==> config.mk <==
export PLATFORM = sky130hd
export DESIGN_NAME = phase_sequencer
export DESIGN_NICKNAME = d
export VERILOG_FILES = /design/src/rtl/phase_sequencer.sv
export SDC_FILE = /design/constraint.sdc
export NUM_CORES = 1
export LEC_CHECK = 0
export CAP_MARGIN = 30
export CORE_UTILIZATION = 25
export CTS_CLUSTER_DIAMETER = 150
export DETAILED_ROUTE_END_ITERATION = 6
export GPL_ROUTABILITY_DRIVEN = 1
export MAX_ROUTING_LAYER = met4
export PLACE_DENSITY = 0.52
export SLEW_MARGIN = 0
export SYNTH_ARGS = -nofsm -noshare
export SYNTH_HDL_FRONTEND = slang
export SYNTH_SLANG_ARGS = --single-unit
==> constraint.sdc <==
create_clock -name clock -period 2.03 [get_ports clock]
set_input_delay 0.203 -clock clock [delete_from_list [all_inputs] [get_ports clock]]
set_output_delay 0.203 -clock clock [all_outputs]
set_load 0.005 [all_outputs]
==> src/rtl/phase_sequencer.sv <==
// One-hot instruction phase generator for the CPU datapath with run/halt toggle,
// decoder halt, single-step and memory stall; halts only on instruction boundaries.
`timescale 1ns/1ps

module phase_sequencer #(
  parameter int NUM_PHASES = 3,
  parameter bit RESET_RUN  = 1'b1,
  parameter int IDX_W      = $clog2(NUM_PHASES)
) (
  input  logic                  clock,
  input  logic                  reset,
  input  logic                  exec,
  input  logic                  halt_req,
  input  logic                  step,
  input  logic                  stall,
  output logic [NUM_PHASES-1:0] phase,
  output logic [IDX_W-1:0]      phase_idx,
  output logic                  running,
  output logic                  instr_done
);

  typedef enum logic [1:0] {
    S_IDLE,
    S_RUN,
    S_DRAIN,
    S_STEP
  } state_e;

  localparam state_e RESET_STATE = RESET_RUN ? S_RUN : S_IDLE;

  state_e                state_q, state_d;
  logic [NUM_PHASES-1:0] phase_q, phase_d;
  logic [IDX_W-1:0]      idx_q, idx_d;
  logic                  exec_q, exec_d;

  logic exec_edge;
  logic boundary;
  logic keep_running;

  assign exec_edge = exec & ~exec_q;
  assign boundary  = (state_q != S_IDLE) & phase_q[NUM_PHASES-1] & ~stall;

  // NOTE: every always_comb output gets a default first so no path leaves it unassigned (no latch).
  always_comb begin
    state_d      = state_q;
    phase_d      = phase_q;
    idx_d        = idx_q;
    exec_d       = exec;
    keep_running = 1'b0;

    // Requests are captured into state even while stalled; they act at the boundary.
    unique case (state_q)
      S_IDLE: begin
        if (exec_edge)      state_d = S_RUN;
        else if (step)      state_d = S_STEP;
      end
      S_RUN: begin
        if (halt_req || exec_edge) state_d = S_DRAIN;
      end
      S_DRAIN: begin
        if (!halt_req && exec_edge) state_d = S_RUN;
      end
      S_STEP: ;
      default: state_d = S_IDLE;
    endcase

    if (boundary) begin
      keep_running = (state_q == S_RUN) && !halt_req && !exec_edge;
      idx_d        = '0;
      if (keep_running) begin
        state_d = S_RUN;
        phase_d = NUM_PHASES'(1);
      end else begin
        state_d = S_IDLE;
        phase_d = '0;
      end
    end else if (state_d != S_IDLE && !stall) begin
      // Leaving IDLE loads phase[0] at once so running and phase rise together.
      if (phase_q == '0) begin
        phase_d = NUM_PHASES'(1);
        idx_d   = '0;
      end else begin
        phase_d = phase_q << 1;
        idx_d   = idx_q + IDX_W'(1);
      end
    end
  end

  // NOTE: sequential state uses non-blocking assignments so every flop samples pre-edge values.
  always_ff @(posedge clock) begin
    if (reset) begin
      state_q <= RESET_STATE;
      phase_q <= '0;
      idx_q   <= '0;
      exec_q  <= 1'b1;
    end else begin
      state_q <= state_d;
      phase_q <= phase_d;
      idx_q   <= idx_d;
      exec_q  <= exec_d;
    end
  end

  assign phase      = phase_q;
  assign phase_idx  = idx_q;
  assign running    = (state_q != S_IDLE);
  assign instr_done = phase_q[NUM_PHASES-1] & ~stall;

endmodule

==> impl_metrics.ini, run 1 <==
[floorplanning]
rows = 14
die_h_um = 42.5
die_area_um2 = 1810
core-area_um2 = 1520
io-pin-count = 13
die_w_um = 42.5
start_util_pct = 26.9

[setup_path]
end_kind = output pin
path_max_fanout = 5
crit_path_max_incr_delay_ps = 580
path_cells = nor2b_1 -> clkdlybuf4s50_1
arrival_ps = 1560
path_buf_inv = 1
startpoint_type = register
crit_required_ps = 1830
critPathTopFamily = buffers and inverters
cp_slowest_cell = clkdlybuf4s50_1
worstSetupPathType = register to output pin

[sta]
fin_skew_ps = 1.73
relSlewSlack_pct = 70.5
finalSetupViolCount = 0
worst_slack_ps = 266
min_period_ps = 1760
worst_slew_pin_slew_ps = 439
drv_slew = 0
fin_crit_sh_pct = 86.9
rsz0062_at_grt = no
tns_ps = 0
timing.fmax_ghz = 0.567
hold_violations = 0

[logic_synthesis]
ys_ff_latch = 8
synth_edf_count = 0
syn_nets = 54
seq_area_frac_synth_pct = 39.0
synth_ff_type = dfxtp_1
syn_avg_cell_area_um2 = 8.55
syn-instance-count = 48
syn_area_um2 = 410
ys_types = 23
synthArstFlopShare_pct = 0
yosys_warnings = 0

[global_routing]
grt_max_degree = 8
grt.overflow.total = 0
first_global_vias = 331
grt_pass1_wl_um = 1340
grt_usage_pct = 10.5
antenna_found_initial = 0

[final_layout]
finalNonFillerCells = 78
final_nets = 70
drive_gt1_share_pct = 12.9
syn_to_final_growth_pct = 36.9
n_antenna_cell = 0
final_util_pct = 36.9

[power]
irDropWorstVdd_v = 0.000385
power_density_nw_per_um2 = 694
power.total_w = 0.000390
p_leak_nw = 0.211

[cts]
clkSinkCount = 8
clock_latency_ps = 260
cts-root-buf = clkbuf_4
cts_setup_buffers = 0
path_clk_slew_ps = 60
cts-buffers-inserted = 3
hold_buffers = 0
cts_resized = 0
clock_path_buffers = 2
cts_htree_levels = 1
cts_tree = yes

[placement]
place.detailed.hpwl_um = 644
dpl.cell_count = 75
portBuffers = 12
gp_congestion = 0.715
preCtsSetupSlack_ps = 298

[run_status]
status = finished clean

[drt]
vias_per_cell = 4.97
vias = 388
routed_wl_um = 841
drc = 0
dr.pass1.iters = 3
routedWlPerCell_um = 10.8
ant_nets = 0
drt_iter0_markers = 8

[min_path]
hold_path.class = register to register

[flow_run]
cap_violations = 0
[tightest hold or removal path: cells and delay by family, from the launching register on]
family          cells  cell delay (ps)
compound gates      2              130
flops               1              320
[kinds of logic (layout without fill, tap and decap cells)]
group | Yosys count | count (layout) | share of synthesized area, %
compound gates | 16 | 16 | 27.7
simple gates | 20 | 20 | 27.7
buf+inv | 4 | 18 | 5.49
flops | 8 | 8 | 39.0
[layout by cell type (no fill, tap or decap)]
cell	count
dfxtp_1	8
or4b_1	1
or2_1	1
nand2_1	3
nand3b_1	1
clkbuf_4	3
nor2_1	3
clkdlybuf4s50_1	12
nor4_1	1
and2b_1	1
a21o_2	1
nand3_1	2
o31ai_4	1
nor2b_1	2
nor3_1	2
inv_1	3
a31o_2	1
a21oi_1	5
o21ai_0	5
a211oi_1	2
nand2b_1	1
o31a_2	1
nor4b_1	1
or2_2	1
[cell usage after synthesis (2+ instances only)]
cell type | number | area share, %
dfxtp_1 | 8 | 39
nand3_1 | 2 | 2.4
nor3_1 | 2 | 2.4
inv_1 | 3 | 2.7
a211oi_1 | 2 | 3.7
a21oi_1 | 5 | 6.1
nor2b_1 | 2 | 3.0
nor2_1 | 3 | 2.7
nand2_1 | 3 | 2.7
o21ai_0 | 5 | 6.1
[per-stage QoR]
step / hold WS [ps] / instance area (um^2)
floorplan: 276 / 410
global placement: 469 / 539
detailed placement: 479 / 539
CTS: 489 / 562
global route: 531 / 562
finish: 488 / 562
[power breakdown]
| group | leakage [nW] | internal, W | switching (W) |
|---|---|---|---|
| Sequential | 0.0659 | 0.000170 | 0.0000113 |
| Combinational | 0.131 | 0.0000452 | 0.0000378 |
| Clock | 0.0138 | 0.0000680 | 0.0000582 |
[layout make-up]
class | instances | area [um^2]
multi-input cells | 36 | 228
inverters | 3 | 11.3
flip-flops and latches | 8 | 160
fillers | 149 | 962
well taps | 16 | 20.0
clock buffers | 3 | 22.5
repair buffers | 12 | 120
[state kept, by name, indices dropped and copies added, names as in the netlist]
register   count
phase_idx      2
state_q        2
exec_q         1
phase          3
[routing by layer]
| layer | part of all wire, % | global-route usage [%] |
|---|---|---|
| met3 | 8.1 | 6.90 |
| met4 | 0 | 1.88 |
| met5 | 0 | - |
| met2 | 42 | 14.8 |
| met1 | 50 | 12.6 |
[worst paths after layout]
check	start	endpoint	slack, ps	cells after the start
worst max register to register	state_q[0]	phase_idx[1]	590	4
worst max-delay path	phase[2]	instr_done	270	2
worst min register to register	phase_idx[1]	phase_idx[1]	490	2
worst min-delay path	phase_idx[1]	phase_idx[1]	490	2
Power figures use the tool's default switching activity.
==> run 2, diff against run 1 <==
- CELL_PAD_IN_SITES_DETAIL_PLACEMENT: not set -> 0
- CELL_PAD_IN_SITES_GLOBAL_PLACEMENT: not set -> 1
- PLACE_DENSITY: 0.52 -> 0.66
==> run 2 against run 1 <==
Effect of this change: final cell count is 1.3% higher; die area stayed put; clock-buffer cell count stayed put; global-route usage is 1.8 points higher; setup slack better by 79 ps; critical path type unchanged; critical endpoint is now running; largest cell class unchanged.
==> impl_metrics.ini, run 2 (synthesis gave the netlist of run 1 again) <==
[drt]
met1Wirelength_um = 434
vias_per_cell = 4.86
routedWlPerCell_um = 11.3
drt_iter0_markers = 8
ant_nets = 0
routed.top_layer = met4
dr.pass1.iters = 4
drc = 0
routed_wl_um = 891
vias = 384
wl_met2_um = 393
met3_length_um = 56

[global_routing]
antenna_found_initial = 0
first_global_vias = 368
grt_max_degree = 8
grt_usage_pct = 12.3
grt_pass1_wl_um = 1600
grt.overflow.total = 0

[setup_path]
path_buf_inv = 1
arrival_ps = 1480
critPathTopFamily = buffers and inverters
end_kind = output pin
startpoint_type = register
crit_required_ps = 1830
path_max_fanout = 7
path_cells = or2_1 -> clkdlybuf4s50_1
cp_slowest_cell = clkdlybuf4s50_1
crit_path_max_incr_delay_ps = 560
worstSetupPathType = register to output pin

[final_layout]
drive_gt1_share_pct = 14.3
final_nets = 71
syn_to_final_growth_pct = 38.7
largest_reg_flops = 3
final_util_pct = 37.4
fill_cells = 152
layout_commonest_cell = clkdlybuf4s50_1
final_area_um2 = 569
mostFrequentLayoutCells = clkdlybuf4s50_1 (12), dfxtp_1 (8), a21oi_1 (5), o21ai_0 (5)
n_antenna_cell = 0

[sta]
fin_skew_ps = 3.17
rsz0062_at_grt = no
timing.fmax_ghz = 0.593
finalSetupViolCount = 0
tns_ps = 0
hold_violations = 0
drv_slew = 0
relSlewSlack_pct = 71.6
fin_crit_sh_pct = 83.0
min_period_ps = 1690
worst_slew_pin_slew_ps = 423
hold_ws_ps = 477

[placement]
gp_congestion = 0.754
postPlaceCellArea_um2 = 547
place.detailed.hpwl_um = 701
portBuffers = 12

[cts]
cts_htree_levels = 1
cts_resized = 0
clock_path_buffers = 2
clkSinkCount = 8
cts_tree = yes
hold_buffers = 0
cts-root-buf = clkbuf_4
clock_latency_ps = 250
cts-buffers-inserted = 3
path_clk_slew_ps = 60
cts_setup_buffers = 0

[power]
p_leak_nw = 0.216
power_density_nw_per_um2 = 678
irDropWorstVdd_v = 0.000303

[floorplanning]
die_area_um2 = 1810
start_util_pct = 26.9
die_h_um = 42.5
io-pin-count = 13
rows = 14
die_w_um = 42.5
core-area_um2 = 1520

[flow_run]
cap_violations = 0

[run_status]
status = finished clean

[min_path]
hold_path.class = register to register
[run 2: cell count changes in the layout (fill, tap and decap cells not counted), sizes merged]
cell	before	now
buf	0	1
[run 2: final timing paths]
| check | startpoint | end | slack [ps] | cells past startpoint |
|---|---|---|---|---|
| max | state_q[0] | running | 340 | 2 |
| min | phase_idx[1] | phase_idx[1] | 480 | 2 |
| max reg2reg | state_q[0] | phase_idx[1] | 590 | 4 |
| min reg2reg | phase_idx[1] | phase_idx[1] | 480 | 2 |
[run 2: area by class of cell]
type | instances | area (um^2) | share of cell area [%]
sequential | 8 | 160 | 28.1
inverter | 3 | 11.3 | 1.98
tap | 16 | 20.0 | 3.52
timing repair buffer | 13 | 128 | 22.4
multi-input combinational | 36 | 228 | 40.0
clock buffer | 3 | 22.5 | 3.96
[run 2: routing by layer]
metal	GRT usage [%]	vias to the layer above
met1	15.1	169
met5	-	-
li1	-	203
met4	2.50	0
met3	7.76	2
met2	16.9	10
[run 2: through the flow]
step / instances / power [W] / setup slack, ps
4_1_cts: 79 / 0.000395 / 341
3_5_place_dp: 76 / 0.000268 / 341
5_1_grt: 79 / 0.000417 / 268
6_report: 79 / 0.000386 / 345
3_3_place_gp: 76 / 0.000269 / 362
2_1_floorplan: 48 / 0.000233 / 750
[run 2: power by group]
part	internal (W)	switching (W)	leakage, nW
combinational	0.0000456	0.0000387	0.136
clock	0.0000676	0.0000535	0.0138
sequential	0.000170	0.0000111	0.0659
[run 2: worst register-to-register path, stage by stage, from the launching register on]
cell	delay, ps
dfxtp_1	380
or2_1	300
o31ai_4	100
or4b_1	470
a21oi_1	140
